<file path="src/rtl/fp_pkg.sv">
// Shared floating-point package: field widths, IEEE constants, divider FSM
// state encoding and operand classification.
// Optional feature macro: FP_DIV_SPECIAL_EN adds the SPECIAL divider state.
package fp_pkg;

    localparam int E_WIDTH = 8;
    localparam int F_WIDTH = 23;
    localparam int E_BIAS  = 127;

    localparam logic [31:0] FP_POS_INF = 32'h7F800000;
    localparam logic [31:0] FP_QNAN    = 32'h7FC00000;

`ifdef FP_DIV_SPECIAL_EN
    typedef enum logic [1:0] {
        ST_IDLE    = 2'd0,
        ST_DIVIDE  = 2'd1,
        ST_NORM    = 2'd2,
        ST_SPECIAL = 2'd3
    } fp_div_state_t;
`else
    typedef enum logic [1:0] {
        ST_IDLE    = 2'd0,
        ST_DIVIDE  = 2'd1,
        ST_NORM    = 2'd2
    } fp_div_state_t;
`endif

    typedef enum logic [1:0] {
        CLS_NORM = 2'd0,
        CLS_ZERO = 2'd1,
        CLS_INF  = 2'd2,
        CLS_NAN  = 2'd3
    } fp_class_t;

    // Denormals are flushed: a zero exponent is treated as a zero operand.
    function automatic fp_class_t fp_classify(input logic [E_WIDTH-1:0] exp_v,
                                              input logic [F_WIDTH-1:0] frac_v);
        fp_class_t cls_v;
        if (exp_v == {E_WIDTH{1'b0}}) begin
            cls_v = CLS_ZERO;
        end else if (exp_v == {E_WIDTH{1'b1}}) begin
            if (frac_v == {F_WIDTH{1'b0}}) begin
                cls_v = CLS_INF;
            end else begin
                cls_v = CLS_NAN;
            end
        end else begin
            cls_v = CLS_NORM;
        end
        return cls_v;
    endfunction

endpackage

</file>
<file path="src/rtl/fp_round_pack.sv">
// Combinational back end shared by the FP divider and multiplier:
// normalize select on the raw quotient, half-up round, exponent adjust,
// range check and IEEE pack.
module fp_round_pack
    import fp_pkg::*;
#(
    parameter int E_WIDTH = fp_pkg::E_WIDTH,
    parameter int F_WIDTH = fp_pkg::F_WIDTH,
    parameter int E_BIAS  = fp_pkg::E_BIAS
) (
    input  logic [F_WIDTH+2:0]       q_i,
    input  logic                     sign_i,
    input  logic [E_WIDTH-1:0]       e1_i,
    input  logic [E_WIDTH-1:0]       e2_i,
    output logic [E_WIDTH+F_WIDTH:0] out_o,
    output logic                     uf_o
);

    // Exponent arithmetic needs one sign bit plus one bit of headroom.
    localparam int EXW = E_WIDTH + 2;
    localparam logic signed [EXW-1:0] E_MAX  = EXW'((1 << E_WIDTH) - 1);
    localparam logic signed [EXW-1:0] E_ZERO = {EXW{1'b0}};

    logic [F_WIDTH-1:0]      mant_s;
    logic                    rbit_s;
    logic signed [EXW-1:0]   adj_s;
    logic [F_WIDTH:0]        sum_s;
    logic [F_WIDTH-1:0]      mant_rnd_s;
    logic signed [EXW-1:0]   exp_s;

    // Normalize, round half-up, then range-check the biased exponent.
    always_comb begin
        mant_s     = {F_WIDTH{1'b0}};
        rbit_s     = 1'b0;
        adj_s      = E_ZERO;
        sum_s      = {(F_WIDTH+1){1'b0}};
        mant_rnd_s = {F_WIDTH{1'b0}};
        exp_s      = E_ZERO;
        out_o      = {(E_WIDTH+F_WIDTH+1){1'b0}};
        uf_o       = 1'b0;

        // Quotient lies in (0.5, 2): bit F+2 set means the ratio is >= 1.
        if (q_i[F_WIDTH+2]) begin
            mant_s = q_i[F_WIDTH+1:2];
            rbit_s = q_i[1];
            adj_s  = E_ZERO;
        end else begin
            mant_s = q_i[F_WIDTH:1];
            rbit_s = q_i[0];
            adj_s  = {EXW{1'b1}};
        end

        sum_s = {1'b0, mant_s} + {{F_WIDTH{1'b0}}, rbit_s};
        if (sum_s[F_WIDTH]) begin
            mant_rnd_s = {F_WIDTH{1'b0}};
            adj_s      = adj_s + EXW'(1);
        end else begin
            mant_rnd_s = sum_s[F_WIDTH-1:0];
        end

        exp_s = $signed({2'b00, e1_i}) - $signed({2'b00, e2_i})
              + $signed(EXW'(E_BIAS)) + adj_s;

        if (exp_s >= E_MAX) begin
            out_o = {sign_i, {E_WIDTH{1'b1}}, {F_WIDTH{1'b0}}};
            uf_o  = 1'b1;
        end else if (exp_s <= E_ZERO) begin
            out_o = {sign_i, {(E_WIDTH+F_WIDTH){1'b0}}};
            uf_o  = 1'b1;
        end else begin
            out_o = {sign_i, exp_s[E_WIDTH-1:0], mant_rnd_s};
            uf_o  = 1'b0;
        end
    end

endmodule

</file>
<file path="src/rtl/fp_div_seq.sv">
// Sequential single-precision divider: out = para1 / para2.
// Restoring radix-2 significand division, one quotient bit per clock,
// followed by one normalize/round/pack cycle (27-clock latency).
// Optional feature macro: FP_DIV_SPECIAL_EN classifies zero/inf/NaN operands
// in IDLE and answers them through a 1-clock SPECIAL state.
module fp_div_seq
    import fp_pkg::*;
#(
    parameter int E_WIDTH = fp_pkg::E_WIDTH,
    parameter int F_WIDTH = fp_pkg::F_WIDTH,
    parameter int E_BIAS  = fp_pkg::E_BIAS
) (
    input  logic                     clk,
    input  logic                     rst,
    input  logic                     start,
    input  logic [E_WIDTH+F_WIDTH:0] para1,
    input  logic [E_WIDTH+F_WIDTH:0] para2,
    output logic                     busy,
    output logic                     done,
    output logic [E_WIDTH+F_WIDTH:0] out,
    output logic                     under_overflow
);

    localparam int W   = E_WIDTH + F_WIDTH + 1;
    localparam int RW  = F_WIDTH + 2;   // partial remainder
    localparam int DW  = F_WIDTH + 1;   // divisor significand
    localparam int QW  = F_WIDTH + 3;   // quotient, also the iteration count
    localparam int CW  = $clog2(QW + 1);
    localparam logic [CW-1:0] CNT_LAST = CW'(QW - 1);

    fp_div_state_t        state_q, state_d;
    logic                 sign_q, sign_d;
    logic [E_WIDTH-1:0]   e1_q, e1_d;
    logic [E_WIDTH-1:0]   e2_q, e2_d;
    logic [RW-1:0]        r_q, r_d;
    logic [DW-1:0]        d_q, d_d;
    logic [QW-1:0]        q_q, q_d;
    logic [CW-1:0]        cnt_q, cnt_d;
    logic [W-1:0]         out_q, out_d;
    logic                 uf_q, uf_d;
    logic                 done_q, done_d;
    logic                 busy_q, busy_d;

    logic                 ge_s;
    logic [RW-1:0]        r_sub_s;
    logic [W-1:0]         pack_out_s;
    logic                 pack_uf_s;

    // One restoring step: subtract the divisor when it fits.
    always_comb begin
        ge_s    = (r_q >= {1'b0, d_q});
        r_sub_s = r_q;
        if (ge_s) begin
            r_sub_s = r_q - {1'b0, d_q};
        end else begin
            r_sub_s = r_q;
        end
    end

    fp_round_pack #(
        .E_WIDTH (E_WIDTH),
        .F_WIDTH (F_WIDTH),
        .E_BIAS  (E_BIAS)
    ) u_round_pack (
        .q_i    (q_q),
        .sign_i (sign_q),
        .e1_i   (e1_q),
        .e2_i   (e2_q),
        .out_o  (pack_out_s),
        .uf_o   (pack_uf_s)
    );

`ifdef FP_DIV_SPECIAL_EN
    fp_class_t            cls_a_s, cls_b_s;
    logic                 spec_hit_s;
    logic [W-1:0]         spec_out_s;
    logic                 spec_uf_s;
    logic                 spec_sign_s;
    logic [W-1:0]         spec_out_q, spec_out_d;
    logic                 spec_uf_q, spec_uf_d;

    // Decide whether the incoming operands bypass the iterative divider.
    always_comb begin
        cls_a_s     = fp_classify(para1[W-2:F_WIDTH], para1[F_WIDTH-1:0]);
        cls_b_s     = fp_classify(para2[W-2:F_WIDTH], para2[F_WIDTH-1:0]);
        spec_sign_s = para1[W-1] ^ para2[W-1];
        spec_hit_s  = 1'b1;
        spec_out_s  = FP_QNAN;
        spec_uf_s   = 1'b1;
        if ((cls_a_s == CLS_NAN) || (cls_b_s == CLS_NAN)) begin
            spec_out_s = FP_QNAN;
            spec_uf_s  = 1'b1;
        end else if (cls_a_s == CLS_INF) begin
            if (cls_b_s == CLS_INF) begin
                spec_out_s = FP_QNAN;
                spec_uf_s  = 1'b1;
            end else begin
                spec_out_s = {spec_sign_s, FP_POS_INF[W-2:0]};
                spec_uf_s  = 1'b0;
            end
        end else if (cls_a_s == CLS_ZERO) begin
            if (cls_b_s == CLS_ZERO) begin
                spec_out_s = FP_QNAN;
                spec_uf_s  = 1'b1;
            end else begin
                spec_out_s = {spec_sign_s, {(W-1){1'b0}}};
                spec_uf_s  = 1'b0;
            end
        end else if (cls_b_s == CLS_ZERO) begin
            spec_out_s = {spec_sign_s, FP_POS_INF[W-2:0]};
            spec_uf_s  = 1'b1;
        end else if (cls_b_s == CLS_INF) begin
            spec_out_s = {spec_sign_s, {(W-1){1'b0}}};
            spec_uf_s  = 1'b0;
        end else begin
            spec_hit_s = 1'b0;
            spec_out_s = FP_QNAN;
            spec_uf_s  = 1'b0;
        end
    end

    // Special-case result is captured at start and released from SPECIAL.
    always_ff @(posedge clk or posedge rst) begin
        if (rst) begin
            spec_out_q <= {W{1'b0}};
            spec_uf_q  <= 1'b0;
        end else begin
            spec_out_q <= spec_out_d;
            spec_uf_q  <= spec_uf_d;
        end
    end
`endif

    // Next-state and datapath control for the divider FSM.
    always_comb begin
        state_d = state_q;
        sign_d  = sign_q;
        e1_d    = e1_q;
        e2_d    = e2_q;
        r_d     = r_q;
        d_d     = d_q;
        q_d     = q_q;
        cnt_d   = cnt_q;
        out_d   = out_q;
        uf_d    = uf_q;
        done_d  = 1'b0;
`ifdef FP_DIV_SPECIAL_EN
        spec_out_d = spec_out_q;
        spec_uf_d  = spec_uf_q;
`endif

        case (state_q)
            ST_IDLE: begin
                if (start) begin
                    sign_d  = para1[W-1] ^ para2[W-1];
                    e1_d    = para1[W-2:F_WIDTH];
                    e2_d    = para2[W-2:F_WIDTH];
                    r_d     = {2'b01, para1[F_WIDTH-1:0]};
                    d_d     = {1'b1, para2[F_WIDTH-1:0]};
                    q_d     = {QW{1'b0}};
                    cnt_d   = {CW{1'b0}};
`ifdef FP_DIV_SPECIAL_EN
                    spec_out_d = spec_out_s;
                    spec_uf_d  = spec_uf_s;
                    if (spec_hit_s) begin
                        state_d = ST_SPECIAL;
                    end else begin
                        state_d = ST_DIVIDE;
                    end
`else
                    state_d = ST_DIVIDE;
`endif
                end else begin
                    state_d = ST_IDLE;
                end
            end
            ST_DIVIDE: begin
                r_d   = {r_sub_s[RW-2:0], 1'b0};
                q_d   = {q_q[QW-2:0], ge_s};
                cnt_d = cnt_q + CW'(1);
                if (cnt_q == CNT_LAST) begin
                    state_d = ST_NORM;
                end else begin
                    state_d = ST_DIVIDE;
                end
            end
            ST_NORM: begin
                out_d   = pack_out_s;
                uf_d    = pack_uf_s;
                done_d  = 1'b1;
                state_d = ST_IDLE;
            end
`ifdef FP_DIV_SPECIAL_EN
            ST_SPECIAL: begin
                out_d   = spec_out_q;
                uf_d    = spec_uf_q;
                done_d  = 1'b1;
                state_d = ST_IDLE;
            end
`endif
            default: begin
                state_d = ST_IDLE;
            end
        endcase

        busy_d = (state_d != ST_IDLE);
    end

    // State, operand and result registers.
    always_ff @(posedge clk or posedge rst) begin
        if (rst) begin
            state_q <= ST_IDLE;
            sign_q  <= 1'b0;
            e1_q    <= {E_WIDTH{1'b0}};
            e2_q    <= {E_WIDTH{1'b0}};
            r_q     <= {RW{1'b0}};
            d_q     <= {DW{1'b0}};
            q_q     <= {QW{1'b0}};
            cnt_q   <= {CW{1'b0}};
            out_q   <= {W{1'b0}};
            uf_q    <= 1'b0;
            done_q  <= 1'b0;
            busy_q  <= 1'b0;
        end else begin
            state_q <= state_d;
            sign_q  <= sign_d;
            e1_q    <= e1_d;
            e2_q    <= e2_d;
            r_q     <= r_d;
            d_q     <= d_d;
            q_q     <= q_d;
            cnt_q   <= cnt_d;
            out_q   <= out_d;
            uf_q    <= uf_d;
            done_q  <= done_d;
            busy_q  <= busy_d;
        end
    end

    assign busy           = busy_q;
    assign done           = done_q;
    assign out            = out_q;
    assign under_overflow = uf_q;

endmodule

</file>
<file path="config.mk">
export PLATFORM = sky130hd
export DESIGN_NAME = fp_div_seq
export DESIGN_NICKNAME = d
export VERILOG_FILES = /design/src/rtl/fp_pkg.sv /design/src/rtl/fp_round_pack.sv /design/src/rtl/fp_div_seq.sv
export SDC_FILE = /design/constraint.sdc
export NUM_CORES = 1
export LEC_CHECK = 0
export CAP_MARGIN = 30
export CORE_ASPECT_RATIO = 2
export CORE_MARGIN = 3
export CORE_UTILIZATION = 55
export CTS_BUF_LIST = sky130_fd_sc_hd__clkbuf_8
export DETAILED_ROUTE_END_ITERATION = 12
export PLACE_DENSITY = 0.76
export SKIP_CTS_REPAIR_TIMING = 1
export SLEW_MARGIN = 20
export SYNTH_ARGS = -nofsm -noshare
export SYNTH_HDL_FRONTEND = slang
export SYNTH_SLANG_ARGS = --single-unit
</file>
<file path="constraint.sdc">
create_clock -name clk -period 6.8 [get_ports clk]
set_input_delay 1.02 -clock clk [delete_from_list [all_inputs] [get_ports clk]]
set_output_delay 1.02 -clock clk [all_outputs]
set_load 0.02 [all_outputs]
</file>
# == Yosys cells after proc, flatten, opt, wreduce, memory -nomap -nowiden ==
# Cells that the tools add are included.
# op_classes
add_sub_neg,7
magnitude_cmp,3
eq_ne,4
muxes,20
n_bitwise,1
reduce_logical,5
# ops
op,n
31-bit two-way mux,2
26-bit one-hot mux with 2 select lines,1
25-bit one-hot mux with 2 select lines,1
23-bit two-way mux,2
26-bit two-way mux,1
25-bit by 24-bit >= comparator with 1-bit output,1
25-bit two-way mux,1
23-bit by 1-bit adder with 24-bit output,1
24-bit two-way mux,1
24-bit subtractor,1
10-bit two-way mux,2
10-bit adder,1
10-bit by 2-bit adder with 10-bit output (second input constant),1
10-bit by 8-bit adder with 10-bit output (second input constant),1
10-bit by 9-bit >= comparator with 1-bit output (second input constant),1
10-bit by 1-bit <= comparator with 1-bit output (second input constant),1
5-bit one-hot mux with 2 select lines,1
8-bit by 8-bit subtractor with 9-bit output,1
5-bit by 1-bit adder with 5-bit output (second input constant),1
5-bit == test (second input constant),1
1-bit two-way mux,5
5-bit two-way mux,1
2-bit one-hot mux with 2 select lines,1
2-bit AND reduction,2
7 further kinds,8
# totals
ff_bits,134
inputBits,67
output_inout_bits,35
elab_cells,52

# == Logic depth before layout (Yosys ltp) ==
# depth
word_depth,7
ltp_mapped,25
ltp_nobuf,21

# == By module ==
# A second synthesis with hierarchy kept.
# hier_totals
hier_cells,1019
hier_area_um2,8913.5
# modules_own_cells
mod,instances,cells_each,area_per_inst_um2,seq_area_each_um2
fp_div_seq,1,720,6766.5,3353.2
fp_round_pack,1,299,2147.1,0.0

# == Worst setup path after synthesis ==
# Ideal clock, no wire load.
# synth_timing
path_type,flip-flop to flip-flop
from,register q_q[25]
to,"register out_q[0], in the netlist out[0]"
setup_time_ns,0.066
arrival_time_ns,5.767
required_time_ns,6.734
path_slack_ns,0.968
stages_incl_launch_ff,26
path_buffers,5
period_less_slack_ns,5.832
path_cell_list,dfrtp_1 > buf_4 > clkbuf_1 > buf_1 > mux2_2 > ha_1 > nand4_1 > or3_1 > nor4_2 > nand3_1 > ha_1 > inv_1 > ha_1 > inv_1 > ha_1 > fa_1 > a21o_1 > a211o_1 > a2111o_1 > and3_4 > nor3_4 > nand4b_4 > nor2b_2 > buf_6 > buf_8 > a22o_1
# synth_between
elab_chain_cells,7
word_cells_on_any_way,12
cone_classes,3 x add/sub; 2 x order compare; 7 x mux
# synth_rtl
item,line_no,source
start: declaration,fp_div_seq.sv:37,"logic [QW-1:0] q_q, q_d;"
start signal: assignment,fp_div_seq.sv:218,q_q <= {QW{1'b0}};
start signal: assignment,fp_div_seq.sv:231,q_q <= q_d;
"23-bit two-way mux, or another cell as far along",fp_round_pack.sv:43,if (q_i[F_WIDTH+2]) begin
23-bit by 1-bit adder with 24-bit output / 10-bit by 2-bit adder with 10-bit output (equally long branches),"fp_round_pack.sv:53, fp_round_pack.sv:56",
10-bit two-way mux,fp_round_pack.sv:54,if (sum_s[F_WIDTH]) begin
10-bit adder,fp_round_pack.sv:62,+ $signed(EXW'(E_BIAS)) + adj_s;
10-bit by 1-bit <= comparator with 1-bit output,fp_round_pack.sv:67,end else if (exp_s <= E_ZERO) begin
31-bit two-way mux,fp_round_pack.sv:67,
31-bit two-way mux (*),fp_round_pack.sv:64,if (exp_s >= E_MAX) begin
end signal: assignment,fp_div_seq.sv:220,out_q <= {W{1'b0}};
end signal: assignment,fp_div_seq.sv:233,out_q <= out_d;
end: declaration,fp_div_seq.sv:39,"logic [W-1:0] out_q, out_d;"
# Mark *: on every way between the ends. The rest lies on a longest branch, timed or not.
# A chain may end at the register's enable or synchronous reset.

# == Worst setup path after layout ==
# layout_timing
from,register q_q[25]
to,"register out_q[3], in the netlist out[3]"
# Same word-level chain as after synthesis.

==> out/metrics.yaml <==
floorplan:
  num_rows: 62
  start_util: 0.569
  io-pin-count: 102
  fp.dieH_um: 179
  core_area_um2: 14500
  die_w_um: 92.6
  die_area_um2: 16600
synthesis:
  synth_enable_flop_cells: 0
  synth_warnings: 0
  syn_nets: 1041
  netlist_instances: 917
  async_reset_ff_frac: 1.00
  yosysSeqAreaShare: 0.406
  yosys_register_bits: 134
  synth_cell_types: 73
  synth_area_per_cell_um2: 9.00
  ys.flop_type: "dfrtp_1"
  synth_area_um2: 8260
timing:
  period_minus_slack_ps: 6190
  tns_ps: 0
  finClkSkew_ps: 20.2
  setup-violations-final: 0
  max_freq_mhz: 161
  relSlewSlack: 0.384
  tightestPinTransition_ps: 922
  hold_viol: 0
  fin_crit_sh: 0.911
  rsz0062_at_grt: "no"
  slew_violations: 0
cts:
  clk_latency_ps: 450
  cts.sinks: 134
  cts_tree: "yes"
  clkTransAtPathRegs_ps: 80
  cts.path.max_buffers: 2
  numCtsBuffers: 17
  h-tree-depth: 4
  cts-root-buf: "clkbuf_8"
final_layout:
  multiInputGateArea_um2: 4460
  regArea_um2: 3350
  drive_above_1_share: 0.0632
  nFillCells: 1240
  antenna_cells: 0
  area_growth_pct: 18.4
  final_nets: 1123
routing:
  drt_iter0_drc: 360
  wl_um: 20700
  viasPerCell: 5.99
  first_pass_iters: 7
  ant_nets: 0
  drcViolationCount: 0
  vias: 7217
  wire_per_inst_um: 17.2
critical_path:
  critical_path_class: "flip-flop to flip-flop"
  required_ps: 7170
  worstPathArrival_ps: 6560
  startpoint_type: "flip-flop"
  crit_fanout: 17
  end_kind: "flip-flop"
  rrSetupSlack_ps: 610
  timing.rr.start: "q_q[25]"
  crit_path_start: "q_q[25]"
grt:
  grt_pass1_vias: 7302
  grt_pass1_wl_um: 34100
  gr-usage-all-layers: 0.258
  grt_antenna_before_repair: 0
  gr-total-overflow: 0
  grt_max_degree: 72
placed_design:
  dp_hpwl_um: 15200
  place.gp.congestion: 0.918
  port-buffer-count: 101
flow_run:
  cap_violations: 0
status:
  outcome: "complete, no violations"
worst_hold_path:
  worstHoldPathType: "flip-flop to flip-flop"
  holdCritStartpoint: "d_q[23]"
==> stage by stage <==
| stage | worst slack (ps) | area [µm²] | utilization | hold WS (ps) | cells |
|---|---|---|---|---|---|
| after floorplan | 968 | 8260 | - | 418 | 917 |
| after global routing | 187 | 9770 | 0.674 | 486 | 1204 |
| final | 607 | 9770 | 0.674 | 460 | 1204 |
| after global placement | 903 | 9370 | 0.646 | 438 | 1170 |
| after detailed placement | 662 | 9390 | 0.647 | 450 | 1171 |
| after CTS | 646 | 9750 | 0.672 | 467 | 1203 |
==> layer usage <==
metal | vias up | share of wire | track usage
li1 | 3441 | - | -
met1 | 3494 | 0.35 | 0.259
met2 | 219 | 0.56 | 0.502
met3 | 63 | 0.038 | 0.0395
met4 | 0 | 0.044 | 0.135
met5 | - | 0 | 0
==> state kept, by name, summed over array words and instances, names as in the netlist <==
name,cells
out,32
q_q,26
r_q,25
d_q,24
e1_q,8
e2_q,8
cnt_q,5
state_q,2
busy,1
done,1
sign_q,1
under_overflow,1
==> final cells by class <==
class / instances / share of cell area
multi-input combinational: 670 / 0.456
clock inverter: 14 / 0.0120
inverter: 65 / 0.0255
tap: 192 / 0.0246
sequential: 134 / 0.343
clock buffer: 18 / 0.0253
timing repair buffer: 111 / 0.113
==> worst max-delay path: stages (launching register included) <==
cell	delay, ps
dfrtp_1	420
mux2_2	250
ha_1	220
nand4_1	130
or3_1	410
nor4_2	600
nand3_1	240
ha_1	260
inv_1	230
ha_1	180
inv_1	40
ha_1	220
fa_1	410
a21o_1	190
a211o_1	320
a2111o_1	440
and3_4	190
nor3_4	260
nand4b_4	190
nor2b_2	640
a32o_1	260
==> cells in the mapped netlist, types with 18 or more instances <==
| master | number | share of area |
|---|---|---|
| a211oi_1 | 18 | 0.016 |
| a21oi_1 | 49 | 0.030 |
| a22o_1 | 30 | 0.032 |
| a31oi_1 | 19 | 0.014 |
| clkbuf_1 | 33 | 0.015 |
| dfrtp_1 | 134 | 0.41 |
| ha_1 | 54 | 0.082 |
| inv_1 | 63 | 0.029 |
| nand2_1 | 140 | 0.064 |
| nor2_1 | 30 | 0.014 |
| nor3_1 | 19 | 0.012 |
| o21ai_0 | 78 | 0.047 |
| xnor2_1 | 26 | 0.028 |
==> placed cells by master (no fill, tap or decap), drive strengths merged, types with 5 or more instances in the layout <==
cell           synthesis  routed
nand3                 15      15
xor2                  12      12
dfrtp                134     134
a31oi                 19      19
o21ai                 78      78
o31ai                 13      13
ha                    54      54
xnor2                 26      26
and4                   5       5
a22oi                  5       5
o22ai                 15      15
buf                   14      10
a21oi                 50      50
clkinv                 2       6
nor2b                 10      10
mux2i                 14      14
nand2                140     140
and2                   9       9
or2                    5       5
inv                   63      70
a211o                  5       5
o21a                   8       8
nor2                  30      30
nand4                  6       6
nor3                  20      20
a211oi                18      18
a22o                  30      30
a21o                  13      13
clkbuf                34      18
clkdlybuf4s50          0     101
and3                   5       5
nand2b                13      13
==> final timing paths <==
kind	endpoint	depth (start not counted)
hold reg to reg	d_q[23]	2
setup / recovery	out[3]	20
hold / removal	d_q[23]	2
max in group asynchronous	out[6]	4
setup reg to reg	out[3]	20
min in group asynchronous	d_q[21]	2
==> cells by family (layout without fill, tap and decap cells) <==
group,count (synthesis),after routing,share of synthesized area
flops,134,134,0.406
compound gates,282,282,0.225
fa+ha+maj,57,57,0.0891
simple gates,276,276,0.164
mux,17,17,0.0211
xor+xnor,38,38,0.0403
buf+inv,113,208,0.0549
Power is left out: the tool's default activity adds up to more than one toggle a clock period on the data nets, which glitch-free logic cannot reach.
==> patch 1: new RTL, config.mk and constraints unchanged <==
Set the package constant `E_WIDTH` to 9 (it was 8).
--- a/src/rtl/fp_pkg.sv
+++ b/src/rtl/fp_pkg.sv
@@ -3,7 +3,7 @@
 // Optional feature macro: FP_DIV_SPECIAL_EN adds the SPECIAL divider state.
 package fp_pkg;
 
-    localparam int E_WIDTH = 8;
+    localparam int E_WIDTH = 9;
     localparam int F_WIDTH = 23;
     localparam int E_BIAS  = 127;
 
Interface: changed (resized out, para1 and para2); port bits go from 102 to 105. No check against the original RTL was run, so the function may have changed too.
==> patch 1 against the unedited design <==
Design area rose by 5.1%; synthesized cell count rose by 7.7%; sequential cell count increased by 3; clock skew shrank 0.0098 ns; wire length grew 6.6%; synthesized area rose by 5.2%; via count is 7.5% higher; die area rose by 4.9%; setup slack gained 0.19 ns.
Power is not shown: default switching activity piles up to over one toggle a cycle in this logic, so the estimate is an artifact.
==> patch 1: results (changes against the unedited design) <==
INFO  metric clock_tree.htree_level_count = 4 (unchanged)
INFO  metric flip_flop_count_of_the_largest_register_all_copies_and_words_added = 33 (was 32)
INFO  metric grt_pass1_wl = 36400 um (was 34100 um)
INFO  metric gr-usage-met2 = 0.496 (was 0.502)
INFO  metric clkCellAreaFrac = 0.0390 (was 0.0374)
INFO  metric worst_setup_path_end_kind = register (unchanged)
INFO  metric final_nets = 1193 (was 1123)
INFO  metric inverters = 68 (was 65)
INFO  metric grtUsageTotal = 0.265 (was 0.258)
INFO  metric dr_wl_met3 = 888 um (was 793 um)
INFO  metric clock_buffer_count = 22 (was 18)
INFO  metric antenna_found_initial = 1 (was 0)
INFO  metric io_buffers = 104 (was 101)
INFO  metric tightest_slew = 0.786 ns (was 0.922 ns)
INFO  metric buffers_excl_clock = 115 (was 111)
INFO  metric status = completed (unchanged)
INFO  metric postSynthNetCount = 1112 (was 1041)
INFO  metric clock_skew = 0.0104 ns (was 0.0202 ns)
INFO  metric antenna-diode-count = 1 (was 0)
INFO  metric n_fill_cell = 1304 (was 1240)
INFO  metric place_congestion = 0.913 (was 0.918)
INFO  metric fraction_of_standard_cell_area_in_multi_input_logic = 0.466 (was 0.456)
INFO  metric buffer_area_frac = 0.111 (was 0.113)
INFO  metric groute.layer.met3.usage = 0.0373 (was 0.0395)
INFO  metric met1_length = 7740 um (was 7300 um)
INFO  metric detailedRoute.firstPassIterationCount = 4 (was 7)
INFO  metric synth_top_cells_by_area = sky130_fd_sc_hd__dfrtp_1 39%, sky130_fd_sc_hd__ha_1 7.5%, sky130_fd_sc_hd__nand2_1 6.3% (was sky130_fd_sc_hd__dfrtp_1 41%, sky130_fd_sc_hd__ha_1 8.2%, sky130_fd_sc_hd__nand2_1 6.4%)
INFO  metric num_vias = 7760 (was 7217)
INFO  metric yosysSeqAreaShare = 0.395 (was 0.406)
INFO  metric drive_gt1_frac = 0.0648 (was 0.0632)
INFO  metric yosys.cell_types.count = 71 (was 73)
INFO  metric nFlopsAndLatches = 137 (was 134)
INFO  metric totalWireLength = 22100 um (was 20700 um)
INFO  metric synth_top_cells_by_count = 146 x sky130_fd_sc_hd__nand2_1, 137 x sky130_fd_sc_hd__dfrtp_1, 97 x sky130_fd_sc_hd__o21ai_0, 66 x sky130_fd_sc_hd__inv_1, 52 x sky130_fd_sc_hd__ha_1 (was 140 x sky130_fd_sc_hd__nand2_1, 134 x sky130_fd_sc_hd__dfrtp_1, 78 x sky130_fd_sc_hd__o21ai_0, 63 x sky130_fd_sc_hd__inv_1, 54 x sky130_fd_sc_hd__ha_1)
INFO  metric placement.setup.worst_slack = 0.774 ns (was 0.662 ns)
INFO  metric gr-usage-met1 = 0.271 (was 0.259)
INFO  metric cts-buffers-inserted = 17 (unchanged)
patch 1: cell types whose count changed after synthesis, moves of 6 or more:
cell,delta
sky130_fd_sc_hd__nand3_1,+12
sky130_fd_sc_hd__nand2b_1,-9
sky130_fd_sc_hd__o21ai_0,+19
sky130_fd_sc_hd__nand2_1,+6
sky130_fd_sc_hd__a22o_1,-8
sky130_fd_sc_hd__mux2_2,+8
sky130_fd_sc_hd__mux2i_1,-6
sky130_fd_sc_hd__o21ai_1,+6
sky130_fd_sc_hd__o211ai_1,+6
sky130_fd_sc_hd__nor2_1,+6
patch 1: critical path, cell delays in order, from the launching register on:
cell,delay [ns]
sky130_fd_sc_hd__dfrtp_1,0.44
sky130_fd_sc_hd__mux2_2,0.26
sky130_fd_sc_hd__ha_1,0.20
sky130_fd_sc_hd__nand3_1,0.11
sky130_fd_sc_hd__or4_1,0.61
sky130_fd_sc_hd__nor3_2,0.30
sky130_fd_sc_hd__nand3_1,0.16
sky130_fd_sc_hd__nor2_1,0.19
sky130_fd_sc_hd__nand4b_1,0.21
sky130_fd_sc_hd__ha_1,0.29
sky130_fd_sc_hd__inv_1,0.09
sky130_fd_sc_hd__ha_1,0.23
sky130_fd_sc_hd__inv_1,0.07
sky130_fd_sc_hd__ha_1,0.19
sky130_fd_sc_hd__fa_1,0.46
sky130_fd_sc_hd__or3_1,0.40
sky130_fd_sc_hd__or4_1,0.49
sky130_fd_sc_hd__or3_1,0.33
sky130_fd_sc_hd__o311a_4,0.35
sky130_fd_sc_hd__nand3_2,0.32
sky130_fd_sc_hd__o21ai_0,0.16
patch 1: kinds of logic after synthesis:
family          count (synthesis)  synth area share
compound gates                320             0.242
xor+xnor                       45            0.0470
fa+ha+maj                      55            0.0819
buf+inv                       121            0.0553
flops                         137             0.395
mux                            19            0.0235
simple gates                  291             0.156
patch 1: stage by stage:
| step | std cells | area [um^2] |
|---|---|---|
| global route | 1280 | 10300 |
| finish | 1280 | 10300 |
| CTS | 1278 | 10200 |
| floorplan | 988 | 8680 |
| detailed placement | 1247 | 9840 |
| global placement | 1247 | 9840 |
patch 1: path summary, 6_finish.rpt:
check                               startpoint             endpoint  slack [ns]
max                        q_q[25]$_DFFE_PP0P_   out[6]$_DFFE_PP0P_        0.80
min                        d_q[23]$_DFFE_PP0P_  d_q[23]$_DFFE_PP0P_        0.46
max reg2reg                q_q[25]$_DFFE_PP0P_   out[6]$_DFFE_PP0P_        0.80
min reg2reg                d_q[23]$_DFFE_PP0P_  d_q[23]$_DFFE_PP0P_        0.46
max in group asynchronous                  rst   out[6]$_DFFE_PP0P_        4.77
min in group asynchronous                  rst  e2_q[6]$_DFFE_PP0P_        1.02
==> patch 2: new RTL, config.mk and constraints unchanged <==
Without the edit above. Put one more register stage on the output `under_overflow`, with the module's reset. The value now appears one clock later. The other outputs are not delayed to match.
--- a/src/rtl/fp_div_seq.sv
+++ b/src/rtl/fp_div_seq.sv
@@ -240,7 +240,13 @@
     assign busy           = busy_q;
     assign done           = done_q;
     assign out            = out_q;
-    assign under_overflow = uf_q;
+    always_ff @(posedge clk or posedge rst) begin
+        if (rst) begin
+            under_overflow <= '0;
+        end else begin
+            under_overflow <= uf_q;
+        end
+    end
 
 endmodule
 
Formal check against the unedited RTL: no difference found for any inputs over 10 cycles, from zero or initial values and one cycle with rst high; that may be too few to reach the edited logic, so the function may still have changed.
==> patch 2 against the unedited design <==
Synthesized area rose by 0.30%; core utilization rose by 0.49 points; maximum frequency rose by 0.81%; design area rose by 1.3%; critical path depth did not move; sequential cell count rose by 1; global-route usage rose by 0.35 points; setup slack improved by 0.049 ns; wire length rose by 0.59%.
Power is not shown: default switching activity piles up to over one toggle a cycle in this logic, so the estimate is an artifact.
==> patch 2: results (changes against the unedited design) <==
INFO  metric dr_wl_met3 = 666 um (was 793 um)
INFO  metric detailedRoute.firstPassIterationCount = 5 (was 7)
INFO  metric totalWireLength = 20800 um (was 20700 um)
INFO  metric groute.layer.met3.usage = 0.0385 (was 0.0395)
INFO  metric tightest_slew = 0.969 ns (was 0.922 ns)
INFO  metric area.share.sequential = 0.341 (was 0.343)
INFO  metric place.detailed.hpwl = 15000 um (was 15200 um)
INFO  metric hold_path_startpoint = uf_q$_DFFE_PP0P_ (was d_q[23]$_DFFE_PP0P_)
INFO  metric critical_path_arrival = 6.53 ns (was 6.56 ns)
INFO  metric placement.setup.worst_slack = 0.669 ns (was 0.662 ns)
INFO  metric clock_skew = 0.0185 ns (was 0.0202 ns)
INFO  metric final_nets = 1125 (was 1123)
INFO  metric grt_start_max_net_pins = 77 (was 72)
INFO  metric num_vias = 7176 (was 7217)
INFO  metric nFlopsAndLatches = 135 (was 134)
INFO  metric hold_path_end = under_overflow$_DFF_PP0_ (was d_q[23]$_DFFE_PP0P_)
INFO  metric met1_length = 7600 um (was 7300 um)
INFO  metric synth.avg_cell_area = 9.02 um^2 (was 9.00 um^2)
INFO  metric buffers_excl_clock = 112 (was 111)
INFO  metric drive_gt1_frac = 0.0641 (was 0.0632)
INFO  metric source_to_sink_clock_delay_at_the_later_pin_of_the_worst_skew_pair = 0.47 ns (was 0.45 ns)
INFO  metric status = completed (unchanged)
INFO  metric ff2ff_setup_slack = 0.66 ns (was 0.61 ns)
INFO  metric wire_per_inst = 17.3 um (was 17.2 um)
INFO  metric maxClockFrequency = 0.163 GHz (was 0.161 GHz)
INFO  metric clkCellAreaFrac = 0.0461 (was 0.0374)
==> patch 2: cell types whose count changed after synthesis, sizes merged <==
cell | unedited run | this run
dfrtp | 134 | 135
==> patch 2: cells by family after synthesis <==
| family | count (synthesis) | share of synthesized area |
|---|---|---|
| AOI/OAI and AO/OA | 282 | 0.224 |
| and+or+nand+nor | 276 | 0.163 |
| DFF | 135 | 0.408 |
| xor gates and xnor gates | 38 | 0.0402 |
| buffers and inverters | 113 | 0.0547 |
| muxes | 17 | 0.0210 |
| adders and majority gates | 57 | 0.0888 |
==> patch 2: critical path: stages, from the launching register on <==
cell                       delay (ns)
sky130_fd_sc_hd__dfrtp_1         0.49
sky130_fd_sc_hd__mux2_2          0.28
sky130_fd_sc_hd__ha_1            0.20
sky130_fd_sc_hd__nand4_1         0.13
sky130_fd_sc_hd__or3_1           0.41
sky130_fd_sc_hd__nor4_2          0.55
sky130_fd_sc_hd__nand3_1         0.20
sky130_fd_sc_hd__ha_1            0.25
sky130_fd_sc_hd__inv_1           0.21
sky130_fd_sc_hd__ha_1            0.18
sky130_fd_sc_hd__inv_1           0.04
sky130_fd_sc_hd__ha_1            0.22
sky130_fd_sc_hd__fa_1            0.41
sky130_fd_sc_hd__a21o_1          0.20
sky130_fd_sc_hd__a211o_1         0.32
sky130_fd_sc_hd__a2111o_1        0.45
sky130_fd_sc_hd__and3_4          0.20
sky130_fd_sc_hd__nor3_4          0.25
sky130_fd_sc_hd__nand4b_4        0.18
sky130_fd_sc_hd__nor2b_2         0.63
sky130_fd_sc_hd__a32o_1          0.26
==> patch 2: metrics by stage <==
step           utilization  hold WS [ns]
2_1_floorplan            -         0.354
3_5_place_dp         0.646         0.370
6_report             0.679         0.388
4_1_cts              0.677         0.389
3_3_place_gp         0.646         0.361
5_1_grt              0.679         0.408
